<file path="src/rtl/alu_issue_pkg.sv">
// Shared definitions for the ALU issue block: opcode codes, flag bit positions,
// FSM state encodings and opcode classification helpers.
package alu_issue_pkg;

  localparam int OPC_W = 5;
  localparam int IDX_W = 3;

  localparam logic [OPC_W-1:0] OP_NOT = 5'h00;
  localparam logic [OPC_W-1:0] OP_AND = 5'h01;
  localparam logic [OPC_W-1:0] OP_OR  = 5'h02;
  localparam logic [OPC_W-1:0] OP_NEG = 5'h03;
  localparam logic [OPC_W-1:0] OP_ADD = 5'h04;
  localparam logic [OPC_W-1:0] OP_SUB = 5'h05;
  localparam logic [OPC_W-1:0] OP_MUL = 5'h06;
  localparam logic [OPC_W-1:0] OP_LD  = 5'h07;
  localparam logic [OPC_W-1:0] OP_STR = 5'h08;
  localparam logic [OPC_W-1:0] OP_JZ  = 5'h09;
  localparam logic [OPC_W-1:0] OP_JMP = 5'h0A;

  localparam int FLAG_C = 3;
  localparam int FLAG_S = 2;
  localparam int FLAG_O = 1;
  localparam int FLAG_Z = 0;

  typedef enum logic [1:0] {
    ST_IDLE = 2'd0,
    ST_READ = 2'd1,
    ST_EXEC = 2'd2,
    ST_WB   = 2'd3
  } state_t;

  function automatic logic is_legal(input logic [OPC_W-1:0] op);
    case (op)
      OP_NOT, OP_AND, OP_OR, OP_NEG, OP_ADD, OP_SUB,
      OP_MUL, OP_LD, OP_STR, OP_JZ, OP_JMP: is_legal = 1'b1;
      default:                              is_legal = 1'b0;
    endcase
  endfunction

  function automatic logic writes_rd(input logic [OPC_W-1:0] op);
    case (op)
      OP_NOT, OP_AND, OP_OR, OP_NEG, OP_ADD, OP_SUB, OP_MUL, OP_LD: writes_rd = 1'b1;
      default:                                                      writes_rd = 1'b0;
    endcase
  endfunction

  function automatic logic updates_flags(input logic [OPC_W-1:0] op);
    case (op)
      OP_NOT, OP_AND, OP_OR, OP_NEG, OP_ADD, OP_SUB, OP_MUL: updates_flags = 1'b1;
      default:                                               updates_flags = 1'b0;
    endcase
  endfunction

endpackage

</file>
<file path="src/rtl/alu_regfile.sv">
// Register file for alu_issue: two combinational read ports, one synchronous
// write port, R0 hard-wired to zero, synchronous active-high clear.
module alu_regfile
  import alu_issue_pkg::*;
#(
  parameter int BITS_DATA = 32,
  parameter int NUM_REGS  = 8
) (
  input  logic                 clk,
  input  logic                 reset,
  input  logic [IDX_W-1:0]     ra,
  input  logic [IDX_W-1:0]     rb,
  output logic [BITS_DATA-1:0] rdata_a,
  output logic [BITS_DATA-1:0] rdata_b,
  input  logic                 we,
  input  logic [IDX_W-1:0]     wa,
  input  logic [BITS_DATA-1:0] wdata
);

  logic [BITS_DATA-1:0] regs [NUM_REGS];

  always_ff @(posedge clk) begin
    if (reset) begin
      for (int i = 0; i < NUM_REGS; i++) regs[i] <= '0;
    end else if (we && (wa != '0)) begin
      regs[wa] <= wdata;
    end
  end

  assign rdata_a = (ra == '0) ? '0 : regs[ra];
  assign rdata_b = (rb == '0) ? '0 : regs[rb];

endmodule

</file>
<file path="src/rtl/alu_issue.sv">
// Serial four-state issue controller feeding an external ALU and writing back
// to a local register file. Flags register present only with ALU_ISSUE_FLAGS_EN.
module alu_issue
  import alu_issue_pkg::*;
#(
  parameter int BITS_DATA = 32,
  parameter int NUM_REGS  = 8
) (
  input  logic                 clk,
  input  logic                 reset,
  input  logic                 in_valid,
  output logic                 in_ready,
  input  logic [OPC_W-1:0]     in_opcode,
  input  logic [IDX_W-1:0]     in_rd,
  input  logic [IDX_W-1:0]     in_ra,
  input  logic [IDX_W-1:0]     in_rb,
  input  logic                 in_sel_imm,
  input  logic [BITS_DATA-1:0] in_imm,
  output logic [BITS_DATA-1:0] alu_operando_a,
  output logic [BITS_DATA-1:0] alu_operando_b,
  output logic [OPC_W-1:0]     alu_opcode,
  input  logic [BITS_DATA-1:0] alu_resultado,
  input  logic                 alu_C,
  input  logic                 alu_S,
  input  logic                 alu_O,
  input  logic                 alu_Z,
  output logic                 wb_valid,
  output logic                 wb_we,
  output logic [IDX_W-1:0]     wb_rd,
  output logic [BITS_DATA-1:0] wb_data,
  output logic [3:0]           flags,
  output logic                 err
);

  state_t state_q, state_d;
  logic   accept;

  logic [OPC_W-1:0]     op_q;
  logic [IDX_W-1:0]     rd_q, ra_q, rb_q;
  logic                 sel_imm_q;
  logic [BITS_DATA-1:0] imm_q;
  logic [BITS_DATA-1:0] res_q;
  logic [BITS_DATA-1:0] rdata_a, rdata_b;

  always_ff @(posedge clk) begin
    if (reset) state_q <= ST_IDLE;
    else       state_q <= state_d;
  end

  // Outputs are masked by reset so nothing leaks while reset is held.
  always_comb begin
    state_d  = state_q;
    in_ready = 1'b0;
    accept   = 1'b0;
    wb_valid = 1'b0;
    wb_we    = 1'b0;
    err      = 1'b0;
    case (state_q)
      ST_IDLE: begin
        in_ready = !reset;
        if (in_valid && !reset) begin
          accept  = 1'b1;
          state_d = ST_READ;
        end
      end
      ST_READ: state_d = ST_EXEC;
      ST_EXEC: state_d = ST_WB;
      ST_WB: begin
        state_d  = ST_IDLE;
        wb_valid = !reset;
        wb_we    = !reset && writes_rd(op_q);
        err      = !reset && !is_legal(op_q);
      end
      default: state_d = ST_IDLE;
    endcase
  end

  assign wb_rd   = wb_valid ? rd_q  : '0;
  assign wb_data = wb_valid ? res_q : '0;

  always_ff @(posedge clk) begin
    if (reset) begin
      op_q           <= '0;
      rd_q           <= '0;
      ra_q           <= '0;
      rb_q           <= '0;
      sel_imm_q      <= 1'b0;
      imm_q          <= '0;
      res_q          <= '0;
      alu_operando_a <= '0;
      alu_operando_b <= '0;
      alu_opcode     <= '0;
    end else begin
      if (accept) begin
        op_q      <= in_opcode;
        rd_q      <= in_rd;
        ra_q      <= in_ra;
        rb_q      <= in_rb;
        sel_imm_q <= in_sel_imm;
        imm_q     <= in_imm;
      end
      if (state_q == ST_READ) begin
        alu_operando_a <= rdata_a;
        alu_operando_b <= sel_imm_q ? imm_q : rdata_b;
        alu_opcode     <= op_q;
      end
      if (state_q == ST_EXEC) res_q <= alu_resultado;
    end
  end

  alu_regfile #(
    .BITS_DATA (BITS_DATA),
    .NUM_REGS  (NUM_REGS)
  ) u_regfile (
    .clk     (clk),
    .reset   (reset),
    .ra      (ra_q),
    .rb      (rb_q),
    .rdata_a (rdata_a),
    .rdata_b (rdata_b),
    .we      (wb_we),
    .wa      (rd_q),
    .wdata   (res_q)
  );

`ifdef ALU_ISSUE_FLAGS_EN
  logic [3:0] alu_flags_q;
  logic [3:0] flags_q;

  always_ff @(posedge clk) begin
    if (reset) begin
      alu_flags_q <= '0;
      flags_q     <= '0;
    end else begin
      if (state_q == ST_EXEC) begin
        alu_flags_q[FLAG_C] <= alu_C;
        alu_flags_q[FLAG_S] <= alu_S;
        alu_flags_q[FLAG_O] <= alu_O;
        alu_flags_q[FLAG_Z] <= alu_Z;
      end
      if (state_q == ST_WB && updates_flags(op_q)) flags_q <= alu_flags_q;
    end
  end

  assign flags = flags_q;
`else
  logic unused_alu_flags;
  assign unused_alu_flags = &{1'b0, alu_C, alu_S, alu_O, alu_Z};
  assign flags = 4'b0000;
`endif

endmodule
</file>
<file path="config.mk">
export PLATFORM = sky130hd
export DESIGN_NAME = alu_issue
export DESIGN_NICKNAME = d
export VERILOG_FILES = /design/src/rtl/alu_issue_pkg.sv /design/src/rtl/alu_regfile.sv /design/src/rtl/alu_issue.sv
export SDC_FILE = /design/constraint.sdc
export NUM_CORES = 1
export LEC_CHECK = 0
export CAP_MARGIN = 20
export CELL_PAD_IN_SITES_DETAIL_PLACEMENT = 1
export CELL_PAD_IN_SITES_GLOBAL_PLACEMENT = 2
export CORE_MARGIN = 1.5
export CORE_UTILIZATION = 39
export DETAILED_ROUTE_END_ITERATION = 8
export GPL_TIMING_DRIVEN = 0
export PLACE_DENSITY = 0.79
export SLEW_MARGIN = 20
export SYNTH_ARGS = -nofsm -noshare
export SYNTH_HDL_FRONTEND = slang
export SYNTH_SLANG_ARGS = --single-unit
</file>
<file path="constraint.sdc">
create_clock -name clk -period 2.8 [get_ports clk]
set_clock_uncertainty 0.05 [all_clocks]
set_input_delay 0.7 -clock clk [delete_from_list [all_inputs] [get_ports clk]]
set_output_delay 0.7 -clock clk [all_outputs]
set_load 0.02 [all_outputs]
</file>
**Word level (Yosys, flattened, before mapping)**

Memory sizes are Yosys's and may differ from the RTL's. A register that Yosys moved wholly into a read port is not among the register bits.
Cells that the tools add are included.
Widths: inputs -> output; s select.

- Equal/unequal tests: 4
- Mux-type cells: 31
- Reduce and logical (&&, ||, !) cells: 12

Operators with widths:

| kind | count |
|---|---|
| $mux 32 | 5 |
| $reduce_or 32->1 | 1 |
| $mux 3 | 6 |
| $mux 1 | 16 |
| $mux 4 | 2 |
| $pmux 2 s4 | 1 |
| $logic_not 3->1 | 2 |
| $eq 2x2->1 const B | 2 |
| $logic_and 1x1->1 | 4 |
| $logic_not 2->1 | 2 |
| $reduce_bool 3->1 | 1 |
| $eq 2x1->1 const B | 1 |
| $logic_not 1->1 | 2 |
| $mux 2 | 1 |
| $ne 2x2->1 const B | 1 |

- Register bits after elaboration: 150
- Memory bits (writable): 256
- Bits in read-only memories: 16
- Input bits: 86
- Output and inout bits: 112
- Memories kept: 2

Memory list:

| name | depth | width | rd ports | clocked after memory_dff | write ports | RTL line | text |
|---|---|---|---|---|---|---|---|
| u_regfile.regs | 8 | 32 | 2 | 2 | 8 | alu_regfile.sv:20 | `logic [BITS_DATA-1:0] regs [NUM_REGS];` |
| (no name shown) | 16 | 1 | 1 | 1 | 0 | alu_issue_pkg.sv:33 | `case (op)` |

**Logic depth before layout (Yosys ltp)**

Gate-level depths: netlist of the first run.

- Depth after elaboration: 11
- Depth in mapped cells: 8
- Mapped depth without buffers: 5

**Hierarchy**

Synthesis of the first run repeated with hierarchy kept, for this count alone.

- Cell total of the unflattened synthesis: 1,518
- Area, all modules: 18,461.5 um2

By module, submodules not included:

| module | times used | cells each | area each (um2) |
|---|---|---|---|
| alu_regfile | 1 | 881 | 12,374.4 |
| alu_issue | 1 | 637 | 6,087.1 |

**Least setup slack after synthesis of the first run**

Ideal clock, no wire load.

- Path kind: input-to-reg
- From: input port reset
- To: memory u_regfile.regs[3][0] (enable)
- Data arrival time: 2,155 ps
- Data required time: 2,375 ps
- Slack: 221 ps
- Stages: 4
- Buffers on the path: 1
- Cells stage by stage: or4b_1 > buf_6 > nor4b_4 > or2_2

RTL lines:

| what | RTL line | text |
|---|---|---|
| start: declaration | alu_issue.sv:10 | `input logic reset,` |
| end: declaration | alu_regfile.sv:20 |  |

**Worst setup path in the final report of the first run**

- From: register state_q[0]
- To: output port wb_we

- Word-level cells in the longest chain between the ends: 2

RTL lines:

| what | RTL line | text |
|---|---|---|
| start: declaration | alu_issue.sv:35 | `state_t state_q, state_d;` |
| start signal: assignment | alu_issue.sv:47 | `else state_q <= state_d;` |
| $eq 2x2->1 | alu_issue.sv:58 | `case (state_q)` |
| $mux 1 | alu_issue.sv:58 |  |
| end: declaration | alu_issue.sv:28 | `output logic wb_we,` |

No other way between the ends.

==> summary.md, run 1 <==
| Metric | Value |
|---|---|
| FF+latch count, synth | `413` |
| Synthesized cell area | `19360 sq um` |
| Peak VDD IR | `387.0 uV` |
| Crit path kind | `flop to primary output` |
| Place WS | `-1.615 ns` |
| Crit. End Element | `primary output` |
| I/O Pins | `198` |
| Initial antenna violation count | `1` |
| Max Slew Vio Count | `0` |
| Most frequent cells in the layout | `256 x edfxtp_1, 241 x and2_1, 230 x mux2i_1` |
| Global route overflow | `0` |
| CTS sink cnt | `slightly above 400` |
| Initial Util | `0.3956` |
| Total power | `around 18000 uW` |
| Filler cells | `5206` |
| Final setup violation count | `1` |
| Root buffer cell | `clkbuf_16` |
| Routed length per instance | `25.78 um` |
| Die area | `a little over 50000 sq um` |
| Nets@finish | `about 2000` |
| Post-DP Area | `about 22000 sq um` |
| First-pass GRT wire length | `slightly below 100000 um` |
| Critical-path top delay cell | `or4b_1` |
| Vias in the first global route | `around 15000` |
| ANT cells | `0` |
| Antenna Violating Nets Remaining | `0` |
| DIE WIDTH | `225.8 um` |
| Synth warn | `0` |
| H-tree depth | `2` |
| Hold_ws | `0.4063 ns` |
| CTS tree | `built` |
| CORE AREA | `48950 sq um` |
| Area of the multi-input gates | `7964 sq um` |
| Syn Inst Count | `around 1700` |
| Vias per std cell | `5.434` |
| CTS Hold Bufs | `0` |
| Async SR Flop Fraction | `0` |
| Largest net degree at the start of global routing | `33` |
| Final-report hold violation count | `0` |
| Max-slew headroom | `0.2545` |
| Share of cells above drive strength 1 | `0.1447` |
| Vias | `about 14000` |
| Worst path required time | `2.05 ns` |
| Clock Pin Slew Worst Setup and Hold Paths | `roughly 0.060 ns` |
| Number of synthesized flops with an enable pin | `256` |
| Sequential fraction of the synthesis area | `0.5593` |
| Crit Path Max Fanout | `7` |
| Die Y | `225.8 um` |
| Period utilisation layout | `1.004` |
| Status | `complete, but fails checks` |
| Syn avg cell area | `about 12 sq um` |
| Min Tclk post-route | `2.810 ns` |
| Yosys cell types | `43` |
| Slew @ Worst Pin | `1.101 ns` |
| Failing checks | `setup timing` |
| Site Rows | `81` |
| First drt pass iteration count | `5` |
| CP Cell Sequence | `ha_2 > or4b_1 > buf_6 > inv_1 > clkdlybuf4s15_2` |
| Total CTS buffers | `46` |
| Clock buffer depth | `3` |
| PortBufs | `188` |
| Startpoint types | `flop` |
| Leak | `0.008529 uW` |
| Worst setup slack after layout | `-0.01010 ns` |
| Final HPWL DP | `46890 um` |
| Reg area | `10830 sq um` |
| GP Congestion | `0.8405` |
| Initial drt markers | `1017` |
| Total GRT Usage | `0.2628` |
| Residual DRC | `0` |
| Max-cap violations | `0` |
| CP arrival | `2.06 ns` |
| Slowest Stage Delay on Critical Path | `0.45 ns` |
| RSZ-0062 raised after global routing | `true` |
| Post-route cell area | `23790 sq um` |
| Area growth syn-to-layout | `22.87%` |
| Final wirelength | `just under 70000 um` |
| Max frequency | `355.9 MHz` |
| PwrDens | `763.6 nW/um^2` |
| Ys flop type | `edfxtp_1` |
| Most common cell after layout, fill and taps aside | `edfxtp_1` |
| Worst min-delay path class | `flop to flop` |
| Worst-Skew Late Latency | `0.58 ns` |
## area by class of cell
cell class              count  area share
flip-flops and latches    413      0.4553
well taps                 664     0.03492
clock inverters            15    0.007467
clock buffers              71     0.05869
inverters                  38    0.005995
repair buffers            193     0.07499
plain buffers             139     0.02792
multi-input cells        1101      0.3347
## cells by family (layout without fill, tap and decap cells)
| logic type | count (synthesis) | in the layout | share of synthesized area |
|---|---|---|---|
| AOI/OAI and AO/OA | 280 | 280 | 0.1034 |
| buffers and inverters | 178 | 456 | 0.03877 |
| and+or+nand+nor | 484 | 486 | 0.1390 |
| muxes | 294 | 294 | 0.1561 |
| adders and majority gates | 5 | 5 | 0.003231 |
| other | 1 | 36 | 0.0001937 |
| DFF | 413 | 413 | 0.5593 |
## what timing repair did
| action | in CTS | in global routing |
|---|---|---|
| pin swaps | 0 | 1 |
| gates resized for setup | 165 | 19 |
| setup buffers | 2 | 0 |
| setup endpoints to repair | 268 | 81 |
| gates cloned | 1 | 2 |
## final timing paths
kind	end	slack, ns	from	cells past startpoint
max	wb_we	-0.01	state_q[0]	5
max reg2reg	u_regfile.regs[3][20]	0.11	state_q[0]	5
min	alu_operando_a[28]	0.41	alu_operando_a[28]	2
min reg2reg	alu_operando_a[28]	0.41	alu_operando_a[28]	2
## metrics by stage
step | std cells | util | setup TNS (ns)
2_1_floorplan | 1690 | - | 0
3_3_place_gp | 2542 | 0.4537 | -403.30
3_5_place_dp | 2544 | 0.4546 | -357.42
4_1_cts | 2633 | 0.4867 | -0.3717
5_1_grt | 2634 | 0.4861 | -0.07045
6_report | 2634 | 0.4861 | -0.01010
## report_power, final
| group | total (uW) | switching, uW | internal (uW) | leakage, uW |
|---|---|---|---|---|
| sequential | 7550 | 538 | 7010 | 0.00390 |
| combinational | 4280 | 2650 | 1630 | 0.00384 |
| clock | 6340 | 2540 | 3800 | 0.000783 |
| total | 18200 | 5730 | 12400 | 0.00853 |
## Yosys cell counts, types with 2 or more instances
master     instances  area [sq um]
a21bo_2            4         40.04
a21oi_1            4         20.02
a22o_1            31         271.5
a22oi_1           64         480.5
a32o_1            32         320.3
and2_1           241          1508
and2_2            20         150.1
buf_1              7         26.28
buf_2             30         150.1
buf_4              4         30.03
clkbuf_1          80         300.3
clkbuf_2          18         90.09
dfxtp_1          157          3143
edfxtp_1         256          7687
ha_1               5         62.56
inv_1             38         142.6
mux2_2            64         720.7
mux2i_1          230          2302
nand2_1          117         439.2
nand2b_1           3         18.77
nand3_1           36         180.2
nor2_1            42         157.7
nor2b_1            5         31.28
nor3_4             4         65.06
nor4b_4            2         47.55
o21ai_0           72         360.4
o21ai_1            2         10.01
o22ai_1           31         193.9
o2bb2ai_1          2         17.52
o31ai_1           34         255.2
or2_2              8         50.05
## routing by layer
layer	vias to the layer above	global-route usage	routed length (um)
met5	-	0	0
met4	0	0.08985	1973
met3	123	0.03968	4251
met2	490	0.4432	32350
met1	7197	0.3436	29330
li1	6504	-	-
## critical path, delay by kind of cell (launching register included)
| kind | cells | cell delay (ns) |
|---|---|---|
| buffers and inverters | 3 | 0.49 |
| adders and majority gates | 1 | 0.18 |
| and+or+nand+nor | 1 | 0.45 |
| DFF | 1 | 0.36 |
## flip-flops by register name, summed over array words and instances, names as in the netlist, 2 cells and up, named ones only
name            flops
op_q                5
res_q              32
state_q             2
imm_q              32
u_regfile.regs    256
alu_opcode          5
alu_operando_a     32
ra_q                3
alu_operando_b     32
rd_q                3
rb_q                3
(Power assumes the default switching activity.)
==> run 2: changes to the inputs <==
Settings changed: CTS_CLUSTER_DIAMETER set to 150.
==> results of run 2 <==
No change in the layout: final DEF, timing and power equal those of run 1.
==> run 3: changes to the inputs <==
Settings changed: SKIP_CTS_REPAIR_TIMING set to 1.
==> summary.md, run 3 (synthesis results as in run 1) <==
| Metric | Value |
|---|---|
| Filler cells | `5200` |
| Nets@finish | `just over 2000` |
| Area growth syn-to-layout | `23.23%` |
| Most common cell after layout, fill and taps aside | `edfxtp_1` |
| Largest net degree at the start of global routing | `33` |
| Clock buffer depth | `3` |
| Crit path kind | `flop to primary output` |
| Initial antenna violation count | `1` |
| Worst min-delay path class | `flop to flop` |
| Area of the multi-input gates | `around 8000 sq um` |
| Clock Pin Slew Worst Setup and Hold Paths | `around 0.06 ns` |
| First drt pass iteration count | `5` |
| Hold path depth | `2` |
| Initial drt markers | `around 960` |
| Critical-path top delay cell | `dfxtp_2` |
| Pint | `12440 uW` |
| Reg area | `10830 sq um` |
| NetSw | `~5800 uW` |
| Post-DP Area | `22250 sq um` |
| GP Congestion | `between 0.8 and 0.9` |
| Final setup violation count | `0` |
| Max Slew Vio Count | `0` |
| Vias | `14298` |
| Initial Util | `0.3956` |
| Antenna Violating Nets Remaining | `0` |
| CP Depth | `7` |
| Leak | `0.008667 uW` |
| Residual DRC | `0` |
| CORE AREA | `approximately 50000 sq um` |
| I/O Pins | `198` |
| Share of power burned in the clock network | `0.349` |
| Top reg by flops | `u_regfile.regs` |
| Most frequent cells in the layout | `256 x edfxtp_1, 241 x and2_1, 230 x mux2i_1` |
| Slowest Stage Delay on Critical Path | `0.34 ns` |
| CP Cell Sequence | `ha_1 > nor2b_4 > buf_4 > buf_12 > buf_6 > and2_1 > buf_4` |
| Fin Setup TNS | `0 ns` |
| ANT cells | `0` |
| Final HPWL DP | `around 47000 um` |
| Largest register FFs | `about 260` |
| Global route overflow | `0` |
| Final wirelength | `approximately 70000 um` |
| Slew @ Worst Pin | `1.114 ns` |
| Worst-Skew Late Latency | `just under 0.6 ns` |
| Period utilisation layout | `0.9954` |
| Site Rows | `81` |
| Routed length per instance | `25.80 um` |
| Min Tclk post-route | `2.787 ns` |
| PortBufs | `188` |
| Hold_ws | `around 0.41 ns` |
| Crit. End Element | `primary output` |
| Max frequency | `approximately 360 MHz` |
| CTS sink cnt | `413` |
| Total CTS buffers | `46` |
| Root buffer cell | `clkbuf_16` |
| Worst R2R Path Depth | `6` |
| First-pass GRT wire length | `97210 um` |
| Post-route cell area | `23860 sq um` |
| DIE WIDTH | `225.8 um` |
| Sw Share | `0.3161` |
| CTS tree | `built` |
| Share of cells above drive strength 1 | `0.1420` |
| Combinational share of power | `0.236` |
| Vias in the first global route | `15062` |
| PwrDens | `762.4 nW/um^2` |
| Die Y | `about 230 um` |
| Max-slew headroom | `0.2454` |
| Status | `finished, final reports clean` |
| Worst path bufs/invs | `4` |
| H-tree depth | `2` |
| CP arrival | `2.04 ns` |
| Seq pwr share | `0.415` |
| Crit Path Max Fanout | `10` |
| Max-cap violations | `0` |
| Startpoint types | `flop` |
| Vias per std cell | `between 5 and 6` |
| RSZ-0062 raised after global routing | `true` |
| Die area | `51000 sq um` |
| Total GRT Usage | `0.2626` |
| Peak VDD IR | `394.7 uV` |
| Final-report hold violation count | `0` |
| Worst path required time | `around 2 ns` |
| Fin util | `0.4875` |
| Cell family with most CP delay | `buffers and inverters` |
| Most common cell on crit path | `buf_4` |
==> run 3: power by group through the flow <==
stage	Clock [uW]	Sequential, uW	Combinational [uW]
final	6360	7550	4290
after global routing	6620	7610	4530
after CTS	6400	7540	4230
after detailed placement	0	7670	4210
after global placement	0	7630	4130
after floorplan	0	7610	2390
==> run 3: per-layer routing <==
| layer | share of wire | wire length [um] | vias up | track usage |
|---|---|---|---|---|
| met5 | 0 | 0 | - | 0 |
| met4 | 0.031 | 2089 | 0 | 0.09353 |
| met3 | 0.064 | 4360 | 117 | 0.03838 |
| met2 | 0.47 | 32100 | 520 | 0.4392 |
| met1 | 0.43 | 29470 | 7148 | 0.3457 |
| li1 | - | - | 6513 | - |
==> run 3: area by class of cell <==
| cell class | instances | area share |
|---|---|---|
| inverter | 38 | 0.005977 |
| multi-input combinational | 1101 | 0.3335 |
| timing repair buffer | 194 | 0.07844 |
| clock buffer | 71 | 0.05852 |
| clock inverter | 15 | 0.007445 |
| buffer | 140 | 0.02732 |
| tap | 664 | 0.03482 |
| sequential | 413 | 0.4540 |
==> run 3: final timing paths <==
| check | startpoint | endpoint | slack (ns) |
|---|---|---|---|
| setup / recovery | state_q[0] | wb_data[27] | 0.01 |
| hold / removal | alu_operando_a[28] | alu_operando_a[28] | 0.41 |
| setup reg to reg | state_q[0] | u_regfile.regs[7][17] | 0.08 |
| hold reg to reg | alu_operando_a[28] | alu_operando_a[28] | 0.41 |
==> run 3: through the flow <==
| step | setup WS, ns | power (uW) | instances |
|---|---|---|---|
| detailed placement | -1.615 | 11870 | 2544 |
| floorplan | 0.2205 | 9999 | 1690 |
| global placement | -1.774 | 11760 | 2542 |
| CTS | -1.622 | 18170 | 2630 |
| global route | -0.05297 | 18760 | 2636 |
| finish | 0.01278 | 18190 | 2636 |
==> run 3: worst register-to-register path: cells and delay by family, from the launching register on <==
family        cells  cell delay (ns)
simple gates      3             1.38
buf+inv           2             0.43
flops             1             0.36
fa+ha+maj         1             0.17
